**config.mk**
```make
export PLATFORM = sky130hd
export DESIGN_NAME = demux8_seq
export DESIGN_NICKNAME = d
export VERILOG_FILES = /design/src/rtl/demux8_pkg.sv /design/src/rtl/demux8_decode.sv /design/src/rtl/demux8_seq.sv
export SDC_FILE = /design/constraint.sdc
export NUM_CORES = 1
export LEC_CHECK = 0
export ABC_AREA = 1
export CAP_MARGIN = 20
export CORE_MARGIN = 2
export CORE_UTILIZATION = 49
export CTS_BUF_LIST = sky130_fd_sc_hd__clkbuf_4 sky130_fd_sc_hd__clkbuf_8
export CTS_CLUSTER_DIAMETER = 100
export CTS_CLUSTER_SIZE = 14
export DETAILED_ROUTE_END_ITERATION = 8
export PLACE_DENSITY = 0.89
export SLEW_MARGIN = 10
export SYNTH_ARGS = -nofsm -noshare
export SYNTH_HDL_FRONTEND = slang
export SYNTH_HIERARCHICAL = 1
export SYNTH_SLANG_ARGS = --single-unit
```
**constraint.sdc**
```tcl
create_clock -name clk -period 1.6 [get_ports clk]
set_clock_uncertainty 0.05 [all_clocks]
set_input_delay 0.32 -clock clk [delete_from_list [all_inputs] [get_ports clk]]
set_output_delay 0.32 -clock clk [all_outputs]
set_load 0.05 [all_outputs]
```
**src/rtl/demux8_pkg.sv**
```systemverilog
// demux8_pkg: shared state encoding and lane geometry for demux8_seq
package demux8_pkg;
  localparam int LANES = 8;
  localparam int IDX_W = 3;
  typedef enum logic [1:0] {IDLE, SCAN, DONE} state_t;
endpackage

```
**src/rtl/demux8_decode.sv**
```systemverilog
// demux8_decode: 3-to-8 one-hot lane write-enable decoder
module demux8_decode
  import demux8_pkg::*;
(
  input  logic [IDX_W-1:0] idx,
  input  logic             en,
  output logic [0:LANES-1] oh
);
  for (genvar i = 0; i < LANES; i++) begin : g_lane
    assign oh[i] = en && (idx == IDX_W'(i));
  end
endmodule

```
**src/rtl/demux8_seq.sv**
```systemverilog
// demux8_seq: registered 1-to-8 demux/deserializer; define DEMUX8_TIMEOUT_EN to abort idle scans after TIMEOUT cycles
module demux8_seq
  import demux8_pkg::*;
#(
  parameter int TIMEOUT = 16
) (
  input  logic             clk,
  input  logic             rst_n,
  input  logic             x,
  input  logic [2:0]       s,
  input  logic             wr,
  input  logic             start,
  input  logic             in_valid,
  output logic [0:7]       a,
  output logic [2:0]       sel,
  output logic             busy,
  output logic             done,
  output logic             err
);
  state_t state;
  logic [0:LANES-1] shadow, we, merged, a_wr;
  logic wr_en, cap, last;
  assign wr_en = state == IDLE && !start && wr;
  assign cap = state == SCAN && in_valid;
  assign last = cap && sel == IDX_W'(LANES - 1);
  // one decoder serves both paths: scan index in SCAN, direct address otherwise
  demux8_decode u_dec (
    .idx(state == SCAN ? sel : s),
    .en (wr_en || cap),
    .oh (we)
  );
  assign merged = (we & {LANES{x}}) | (shadow & ~we);
  assign a_wr = (we & {LANES{x}}) | (a & ~we);
`ifdef DEMUX8_TIMEOUT_EN
  localparam int CNT_W = $clog2(TIMEOUT + 1);
  logic [CNT_W-1:0] cnt;
`else
  assign err = 1'b0;
`endif
  always_ff @(posedge clk or negedge rst_n) begin
    if (!rst_n) begin
      state <= IDLE;
      shadow <= '0;
      a <= '0;
      sel <= '0;
      busy <= 1'b0;
      done <= 1'b0;
`ifdef DEMUX8_TIMEOUT_EN
      err <= 1'b0;
      cnt <= '0;
`endif
    end else begin
      done <= 1'b0;
`ifdef DEMUX8_TIMEOUT_EN
      err <= 1'b0;
`endif
      case (state)
        IDLE: begin
          if (start) begin
            shadow <= '0;
            sel <= '0;
            busy <= 1'b1;
            state <= SCAN;
`ifdef DEMUX8_TIMEOUT_EN
            cnt <= '0;
`endif
          end else if (wr) a <= a_wr;
        end
        SCAN: begin
          if (last) begin
            a <= merged;
            sel <= '0;
            done <= 1'b1;
            state <= DONE;
          end else if (cap) begin
            shadow <= merged;
            sel <= sel + 1'b1;
          end
`ifdef DEMUX8_TIMEOUT_EN
          if (cap) cnt <= '0;
          else if (cnt == CNT_W'(TIMEOUT - 1)) begin
            err <= 1'b1;
            busy <= 1'b0;
            sel <= '0;
            cnt <= '0;
            state <= IDLE;
          end else cnt <= cnt + 1'b1;
`endif
        end
        DONE: begin
          busy <= 1'b0;
          state <= IDLE;
        end
        default: state <= IDLE;
      endcase
    end
  end
endmodule
```
Word-level counts from Yosys, hierarchy flattened
Index checks and enable logic that the tools add are counted.

operators by class
  add/sub/neg operators = 1
  eq/ne operators = 17
  mux-type cells = 20
  bitwise operators = 6
  reductions and logical operators = 23

operators by type and width
  operator                                                          number
  8-bit 2-to-1 mux                                                  6
  8-bit case mux with 2 select lines                                2
  8-bit bitwise AND                                                 3
  8-bit bitwise OR                                                  2
  3-bit == test (second input constant)                             5
  1-bit logical AND                                                 12
  3-bit 2-to-1 mux                                                  4
  2-bit inequality test (second input constant)                     6
  8-bit inverter                                                    1
  4-bit AND reduction                                               2
  3-bit by 2-bit == test with 1-bit output (second input constant)  2
  3-bit case mux with 2 select lines                                1
  2-bit 2-to-1 mux                                                  2
  2-bit case mux with 2 select lines                                1
  2-bit AND reduction                                               2
  2-bit nonzero test                                                2
  3-bit by 1-bit adder with 3-bit output (second input constant)    1
  3-bit by 1-bit == test with 1-bit output (second input constant)  1
  3-bit logical NOT                                                 1
  1-bit 2-to-1 mux                                                  3
  3-bit inequality test (second input constant)                     1
  3-bit AND reduction                                               1
  2-bit by 1-bit == test with 1-bit output (second input constant)  1
  2-bit == test (second input constant)                             1
  4 further kinds                                                   4

storage, ports and cells
  register bits after elaboration = 23
  bits of input ports = 9
  output and inout port bits = 14

Depth between registers and ports, before layout
Gate-level depths: netlist of the first run.

  depth after elaboration = 11
  gate-level depth with buffers = 13
  depth with buffers taken out = 12

Cells and area by module
Netlist of the first run, hierarchy kept.

by module, submodules not included
  module         times used  cells an instance  area each (µm²)  seq. area each (µm²)
  demux8_seq     1           177                1257.5           575.6
  demux8_decode  1           17                 63.8             0.0

Worst setup path after synthesis of the first run
No wires, ideal clock.

  path kind = flip-flop to flip-flop
  start point = reg sel[0]
  end point = reg with a tool-made name
  arrival time = 1.605 ns
  required time = 1.431 ns
  setup slack = -0.175 ns
  cell stages (with the launch flop) = 9
  buffers on the path = 1
  cell sequence = dfrtp_1 ha_1 ha_1 nand4_4 nand2_4 buf_6 nand2_1 nand2_1 nand2_1

RTL lines
  what                    RTL line          source
  from (decl)             demux8_seq.sv:15  output logic [2:0] sel,
  from (signal assigned)  demux8_seq.sv:77  sel <= sel + 1'b1;

==> impl_metrics.csv, run 1 <==
group,metric,value,unit
sta,hold_viol_final,0,
yosys,synthSimpleGateAreaFrac,40.91,%
yosys,yosysMostFrequentCell,"nand2_1",
pwr,p_int,1836,uW
yosys,yosysWarnings,6,
setup_path,critPathRequiredTime,1.77,ns
clocking,clock-sinks,23,
yosys,synth-edff-count,0,
global_route,top_usage_layer,"met2",
yosys,synth_common_cells,"103 x nand2_1, 23 x dfrtp_1, 19 x inv_1",
setup_path,max_stage_delay,0.47,ns
finish,area_growth,47.92,%
flow_run,cap_viol_max_count,0,
pwr,total_power,3584,uW
yosys,syn_area,1321,um^2
yosys,synth_compound_area_share,4.924,%
sta,min_period_over_period,106.1,%
global_route,overflow,0,
clocking,clockBufferDepth,2,
global_route,grt_pass1_vias,1190,
floorplan,core_area,2522,um^2
drt,wl_per_cell,13.98,um
drt,ant_nets,0,
drt,drt_iter0_drc,43,
yosys,synth_seq_cells,23,
yosys,async_flop_share,100.0,%
clocking,clkLatencyLatePin,0.32,ns
place,gp_congestion,0.8844,
yosys,netlist_instances,194,
sta,setup_ws,-0.09806,ns
place,port_buffers,21,
pwr,p_leak,0.0009796,uW
sta,setup_violations,12,
setup_path,critPathMostFrequentCell,"nand2_1",
yosys,synth_ff_type,"dfrtp_1",
pwr,powerDensity,1834,nW/um^2
yosys,synth_top_area_cell,"dfrtp_1",
floorplan,die_h,55.93,um
finish,drive_gt1_share,35.22,%
yosys,synth_xor_area_share,0,%
drt,route.detailed.drc,0,
place,hpwl,2.104,mm
global_route,grtUsageMet1,27.03,%
pwr,p_clk_share,8.2,%
setup_path,cp.buffers_inverters,3,
yosys,synth_top_area_share,43.56,%
global_route,grt_use_met2,32.31,%
pwr,vdd_drop_max,1.384,mV
finish,instances_no_fill,260,
finish,antenna_cells,0,
drt,vias_per_cell,5.358,
sta,hold_ws,0.2945,ns
drt,first_pass_iters,4,
outcome,failed_checks,"setup timing",
yosys,synthAdderAreaFrac,1.894,%
finish,nNetsFinal,242,
global_route,grt_max_degree,24,
floorplan,dieArea,3128,um^2
clocking,clk_pin_slew,0.13,ns
pwr,seqPwrFrac,27.5,%
yosys,ys_seq_area_share,43.56,%
global_route,antenna_found_initial,0,
setup_path,end_kind,"flop",
floorplan,initial_core_util,52.38,%
pwr,switching_share,48.76,%
yosys,synth_area_per_cell,6.811,um^2
global_route,grtUsageTotal,20.34,%
floorplan,die_w,55.93,um
setup_path,path_cells,"inv_2 -> nand2_4 -> nand2_1 -> nand2_2 -> inv_2 -> nand2_2 -> nor2_4 -> inv_2 -> nand2_1 -> nand2_1 -> nand2_1 -> nand2_1",
setup_path,critPathLaunchType,"flop",
floorplan,io_pins,23,
yosys,synth.distinct_cells,20,
sta,clock.fmax,588.9,MHz
global_route,grt_first_pass_wirelength,5.009,mm
yosys,muxShareOfSynthArea,0,%
clocking,numCtsBuffers,3,
outcome,status,"complete, but fails checks",
clocking,cts_hold_repair.buffers,0,
setup_path,slowest_stage,"dfrtp_2",
pwr,switchingPower,1748,uW
clocking,cts_tree,"built",
setup_path,path_delay_family,"simple AND/OR/NAND/NOR gates",
sta,min_period,1.698,ns
floorplan,row_count,18,
place,dpl_cell_area,1780,um^2
pwr,power_frac_comb,64.3,%
drt,vias,1393,
clocking,clockRootBuffer,"clkbuf_4",
global_route,grtUsageMet3,2.791,%
clocking,htreeDepth,1,
finish,design_area,1954,um^2
place,placed_cells,254,
setup_path,cp_max_fo,5,
yosys,synth_top_family_by_area,"simple AND/OR/NAND/NOR gates",
yosys,synth.area.top_cells,"dfrtp_1 44%, nand2_1 29%, inv_1 5.4%",
drt,wl,3.636,mm
min_path,hold_class,"in2async",
sta,finalMaxSlewViolations,0,
yosys,syn_nets,205,
setup_path,cp.arrival,1.87,ns
sta,fin_tns_setup,-0.5216,ns
setup_path,crit_type,"reg2reg",
sta,rsz0062_at_grt,"yes",
## final timing paths
path                            from        end  slack (ns)  cells after the start
max in group asynchronous      rst_n   state[1]        0.96                      2
min in group clk           shadow[7]  shadow[7]        0.45                      2
setup reg to reg            state[1]       flop        -0.1                     12
setup / recovery            state[1]       flop        -0.1                     12
hold reg to reg            shadow[7]  shadow[7]        0.45                      2
hold / removal                 rst_n     sel[0]        0.29                      2
## worst register-to-register path, cell delays in order (launching register included)
cell,delay (ns)
dfrtp_2,0.47
inv_2,0.11
nand2_4,0.09
nand2_1,0.09
nand2_2,0.10
inv_2,0.09
nand2_2,0.11
nor2_4,0.14
inv_2,0.05
nand2_1,0.09
nand2_1,0.07
nand2_1,0.08
nand2_1,0.06
## placed cells by master, fill, tap and decap left out
cell,Yosys,routed
nor2_1,11,2
nand3_1,9,9
nand2_4,2,6
nor2_4,1,6
nand4_4,1,1
dfrtp_2,0,4
inv_2,1,8
o21ai_2,0,3
clkinv_1,1,1
o21ai_1,2,5
conb_1,1,1
clkdlybuf4s50_1,0,8
clkbuf_4,0,4
nand4_1,1,1
inv_1,19,12
dfrtp_1,23,19
buf_4,1,17
o21ai_4,0,1
nor2_2,0,4
nand2_2,1,13
o21ai_0,11,4
ha_2,0,1
buf_12,0,12
nand2_1,103,87
ha_4,0,1
## layout make-up
type	count	area, um^2
clock buffers	4	30.03
fillers	160	568.0
inverters	21	78.83
multi-input cells	145	779.5
flip-flops and latches	23	580.6
well taps	30	37.54
repair buffers	37	447.9
## metal layers
metal	vias up	wire (um)
met1	657	1463
met5	-	0
li1	668	-
met4	0	136
met3	17	168
met2	51	1869
## metrics by stage
| step | setup WS, ns | util (%) |
|---|---|---|
| 6_report | -0.09806 | 77.48 |
| 5_1_grt | -0.1976 | 77.48 |
| 4_1_cts | -0.003495 | 72.72 |
| 3_5_place_dp | -0.2507 | 70.59 |
| 3_3_place_gp | -0.2151 | 70.59 |
| 2_1_floorplan | 0.008319 | - |
## power by group through the flow
stage	combinational (uW)	sequential, uW	clock (uW)
floorplan	715	1340	0
global placement	1870	986	0
detailed placement	1910	993	0
CTS	1980	976	295
global route	2460	1010	329
finish	2300	987	292
## kinds of logic (layout without fill, tap and decap cells)
| family | after synthesis | after routing |
|---|---|---|
| other | 1 | 1 |
| and+or+nand+nor | 129 | 129 |
| DFF | 23 | 23 |
| buffers and inverters | 26 | 62 |
| AOI/OAI and AO/OA | 13 | 13 |
| adders and majority gates | 2 | 2 |
## timing repair
item | CTS | global route
pin swaps | 3 | 21
resized for setup | 7 | 45
setup endpoints to repair | 12 | 16
setup buffers | 1 | 1
Note: power is estimated with default switching activity, not from simulation.
==> inputs of run 2 (changes only) <==
--- a/config.mk
+++ b/config.mk
@@ -7,8 +7,10 @@
 export LEC_CHECK = 0
 export ABC_AREA = 1
 export CAP_MARGIN = 20
+export CELL_PAD_IN_SITES_DETAIL_PLACEMENT = 1
+export CELL_PAD_IN_SITES_GLOBAL_PLACEMENT = 2
 export CORE_MARGIN = 2
-export CORE_UTILIZATION = 49
+export CORE_UTILIZATION = 27
 export CTS_BUF_LIST = sky130_fd_sc_hd__clkbuf_4 sky130_fd_sc_hd__clkbuf_8
 export CTS_CLUSTER_DIAMETER = 100
 export CTS_CLUSTER_SIZE = 14
==> impl_metrics.csv, run 2 (synthesis results as in run 1) <==
group,metric,value,unit
outcome,status,"complete, but fails checks",
outcome,failed_checks,"setup timing",
clocking,cts_hold_repair.buffers,0,
global_route,overflow,0,
sta,setup_violations,1,
global_route,grt_max_degree,24,
place,placed_cells,289,
setup_path,cp_max_fo,6,
clocking,numCtsBuffers,3,
place,gp_congestion,0.7676,
pwr,p_int,1958,uW
pwr,switching_share,48.13,%
finish,mostFrequentLayoutCells,"83 x nand2_1, 18 x dfrtp_1, 13 x buf_4",
finish,nNetsFinal,238,
sta,min_period_over_period,100.1,%
place,port_buffers,21,
sta,clock.fmax,624.2,MHz
drt,first_pass_iters,4,
pwr,power_frac_comb,62.7,%
sta,min_period,1.602,ns
pwr,total_power,3774,uW
place,dp_slack,-0.3633,ns
pwr,seqPwrFrac,26.5,%
drt,route.detailed.drc,0,
pwr,p_leak,0.0009872,uW
setup_path,critPathRequiredTime,1.73,ns
setup_path,crit_type,"reg2reg",
sta,hold_viol_final,0,
sta,setup_ws,-0.001951,ns
min_path,hold_class,"in2async",
drt,ant_nets,0,
finish,area_growth,54.73,%
finish,layout_commonest_cell,"nand2_1",
drt,wl_per_cell,12.48,um
setup_path,rrSetupSlack,-0.002,ns
clocking,clock-sinks,23,
floorplan,initial_core_util,27.97,%
pwr,switchingPower,1816,uW
global_route,grt_pass1_vias,1337,
finish,post-route-util,43.28,%
sta,fin_tns_setup,-0.001951,ns
clocking,cts_setup_buffers,0,
floorplan,dieArea,5469,um^2
floorplan,core_area,4723,um^2
pwr,vdd_drop_max,0.8255,mV
pwr,p_clk_share,10.8,%
floorplan,die_w,73.96,um
setup_path,cp.arrival,1.73,ns
setup_path,critPathLaunchType,"flop",
global_route,antenna_found_initial,0,
floorplan,row_count,25,
clocking,cts_tree,"built",
setup_path,end_kind,"flop",
floorplan,io_pins,23,
place,hpwl,2.548,mm
clocking,clkLatencyLatePin,0.27,ns
finish,antenna_cells,0,
global_route,grtUsageTotal,14.83,%
global_route,grt_first_pass_wirelength,6.134,mm
clocking,clockRootBuffer,"clkbuf_8",
flow_run,cap_viol_max_count,0,
clocking,clockBufferDepth,2,
drt,vias_per_cell,4.406,
floorplan,die_h,73.96,um
finish,instances_no_fill,293,
drt,drt_iter0_drc,26,
clocking,clk_pin_slew,0.09,ns
sta,rsz0062_at_grt,"yes",
clocking,htreeDepth,1,
drt,wl,3.658,mm
finish,drive_gt1_share,37.17,%
pwr,powerDensity,1846,nW/um^2
sta,finalMaxSlewViolations,0,
drt,vias,1291,
==> run 2: cell types whose count changed in the layout (fill, tap and decap cells not counted), sizes merged <==
cell,before,now
buf,29,25
==> run 2: what timing repair did <==
action | in CTS | in global routing
endpoints found under the hold margin | 0 | 0
endpoints found under the setup margin | 16 | 16
resized for setup | 14 | 53
pin swaps | 0 | 28
==> run 2: final timing paths <==
check                            end  cells after the start  startpoint
setup reg to reg                flop                     12    state[1]
max in group asynchronous   state[1]                      2       rst_n
min in group clk           shadow[4]                      2   shadow[4]
hold / removal             async pin                      2       rst_n
hold reg to reg            shadow[4]                      2   shadow[4]
setup / recovery                flop                     12    state[1]
==> run 2: critical path: stages, from the launching register on <==
cell and delay [ns]:
dfrtp_2 0.45, inv_2 0.09, nand2_4 0.10, nand2_2 0.11, o21ai_4 0.07, inv_1 0.09
nand2_4 0.09, nor2_2 0.15, inv_1 0.06, nand2_1 0.07, o21ai_1 0.06, nand3_1 0.06
nand2_1 0.05
==> run 2: per-layer routing <==
| metal | global-route usage [%] | vias to the layer above | part of all wire, % |
|---|---|---|---|
| met3 | 2.033 | 5 | 1.7 |
| met2 | 23.91 | 14 | 49 |
| li1 | - | 658 | - |
| met5 | 0 | - | 0 |
| met4 | 6.667 | 0 | 1.9 |
| met1 | 19.85 | 614 | 47 |
==> run 2: through the flow <==
step | hold WS [ns] | area, um^2
2_1_floorplan | -0.02559 | 1343
3_3_place_gp | 0.4061 | 1812
3_5_place_dp | 0.4173 | 1812
4_1_cts | 0.3526 | 1896
5_1_grt | 0.4017 | 2044
6_report | 0.3473 | 2044
==> run 2: power by group through the flow <==
stage	Clock, uW	Combinational (uW)	Sequential, uW
final	407	2370	1000
after global routing	434	2570	1030
after CTS	427	2020	993
after detailed placement	0	1950	997
after global placement	0	1920	989
after floorplan	0	715	1340
==> run 2: area by class of cell <==
class | instances | area (um^2)
fillers | 566 | 2679
repair buffers | 33 | 417.9
well taps | 67 | 83.83
multi-input cells | 145 | 828.3
flip-flops and latches | 23 | 581.8
clock buffers | 4 | 48.80
inverters | 21 | 83.83
==> inputs of run 3 (changes only) <==
==> constraint.sdc (replaced) <==
create_clock -name clk -period 1.6 [get_ports clk]
set_clock_uncertainty 0.05 [all_clocks]
set_input_delay 0.16 -clock clk [delete_from_list [all_inputs] [get_ports clk]]
set_output_delay 0.16 -clock clk [all_outputs]
set_load 0.05 [all_outputs]
==> impl_metrics.csv, run 3 (synthesis results as in run 1) <==
group,metric,value,unit
outcome,status,"complete, no violations",
drt,ant_nets,0,
global_route,grt_pass1_vias,1287,
clocking,numCtsBuffers,3,
drt,drt_iter0_drc,53,
drt,route.detailed.drc,0,
floorplan,row_count,25,
global_route,grt_max_degree,24,
setup_path,critPathRequiredTime,1.71,ns
setup_path,end_kind,"flop",
drt,vias_per_cell,4.372,
pwr,total_power,3376,uW
pwr,vdd_drop_max,0.7150,mV
drt,wl_per_cell,11.78,um
finish,area_growth,43.66,%
finish,instances_no_fill,296,
place,placed_cells,287,
min_path,hold_class,"in2async",
pwr,switching_share,50.72,%
sta,fin_tns_setup,0,ns
pwr,powerDensity,1778,nW/um^2
finish,drive_gt1_share,33.62,%
global_route,overflow,0,
global_route,grtUsageTotal,14.08,%
sta,finalMaxSlewViolations,0,
floorplan,die_h,73.96,um
pwr,switchingPower,1712,uW
finish,mostFrequentLayoutCells,"86 x nand2_1, 28 x buf_4, 18 x dfrtp_1",
place,hpwl,2.438,mm
finish,fillers,589,
pwr,p_clk_share,11.8,%
global_route,grt_first_pass_wirelength,5.858,mm
place,dp_slack,-0.1250,ns
floorplan,initial_core_util,27.97,%
clocking,clkLatencyLatePin,0.28,ns
pwr,seqPwrFrac,28.0,%
sta,hold_ws,0.1958,ns
finish,ff_latch_area,581.8,um^2
finish,antenna_cells,0,
clocking,htreeDepth,1,
sta,clock.fmax,634.8,MHz
global_route,antenna_found_initial,0,
setup_path,critPathLaunchType,"flop",
sta,min_period_over_period,98.45,%
finish,layout_commonest_cell,"nand2_1",
setup_path,cp_max_fo,5,
floorplan,die_w,73.96,um
sta,rsz0062_at_grt,"yes",
drt,first_pass_iters,4,
pwr,p_int,1663,uW
sta,setup_violations,0,
clocking,clock-sinks,23,
clocking,cts_tree,"built",
clocking,clk_pin_slew,0.09,ns
setup_path,rrSetupSlack,0.02,ns
floorplan,dieArea,5469,um^2
pwr,p_leak,0.0009511,uW
pwr,power_frac_comb,60.2,%
place,gp_congestion,0.7361,
setup_path,crit_type,"reg2reg",
flow_run,cap_viol_max_count,0,
finish,nNetsFinal,241,
clocking,clockBufferDepth,2,
floorplan,core_area,4723,um^2
clocking,clockRootBuffer,"clkbuf_8",
setup_path,r2r.worst_path.cells,11,
sta,min_period,1.575,ns
setup_path,cp.arrival,1.69,ns
sta,hold_viol_final,0,
place,port_buffers,21,
finish,multi_input_area,809.5,um^2
drt,wl,3.488,mm
floorplan,io_pins,23,
drt,vias,1294,
sta,setup_ws,0.02473,ns
run 3: cell count changes in the layout (fill, tap and decap cells not counted), sizes merged:
| cell | change |
|---|---|
| buf | +3 |
run 3: worst paths after layout:
| kind | startpoint | to |
|---|---|---|
| max | state[0] | flop |
| min | rst_n | done |
| max reg2reg | state[0] | flop |
| min reg2reg | flop | flop |
| max in group asynchronous | rst_n | sel[1] |
| min in group clk | flop | flop |
run 3: layout make-up:
class | count | area share, %
Clock buffer | 4 | 2.571
Inverter | 21 | 4.417
Multi-Input combinational cell | 145 | 42.65
Sequential cell | 23 | 30.65
Tap cell | 67 | 4.417
Timing Repair Buffer | 36 | 15.29
run 3: metrics by stage:
step / area, um^2 / utilization (%)
5_1_grt: 1898 / 40.19
4_1_cts: 1778 / 37.64
3_3_place_gp: 1647 / 34.86
2_1_floorplan: 1343 / -
3_5_place_dp: 1647 / 34.86
6_report: 1898 / 40.19
run 3: timing repair:
item	4_1_cts	5_1_grt
setup buffers	2	3
cloned	0	0
resized for setup	21	35
hold buffers	0	0
hold endpoints to repair	0	0
setup endpoints to repair	15	16
pin swaps	2	9
run 3: power groups by stage:
| stage | clock [uW] | sequential (uW) | combinational, uW |
|---|---|---|---|
| final | 399 | 944 | 2030 |
| after global routing | 443 | 973 | 2230 |
| after global placement | 0 | 939 | 1590 |
| after CTS | 416 | 937 | 1780 |
| after floorplan | 0 | 1340 | 715 |
| after detailed placement | 0 | 941 | 1610 |
run 3: critical path: stages (launching register included):
cell and delay, ns:
dfrtp_2 0.45, inv_2 0.06, nor2_4 0.15, nand2_2 0.09, nand2_4 0.11, nand2_2 0.09, nor2_4 0.11, inv_1 0.05
nand2_1 0.07, o21ai_0 0.08, nand3_1 0.08, nand2_1 0.06
run 3: metal layers:
layer / track usage [%] / vias to the layer above / routed length [um]
li1: - / 659 / -
met1: 18.03 / 617 / 1624
met2: 23.71 / 14 / 1723
met3: 2.846 / 4 / 85
met4: 4.848 / 0 / 55
met5: 0 / - / 0
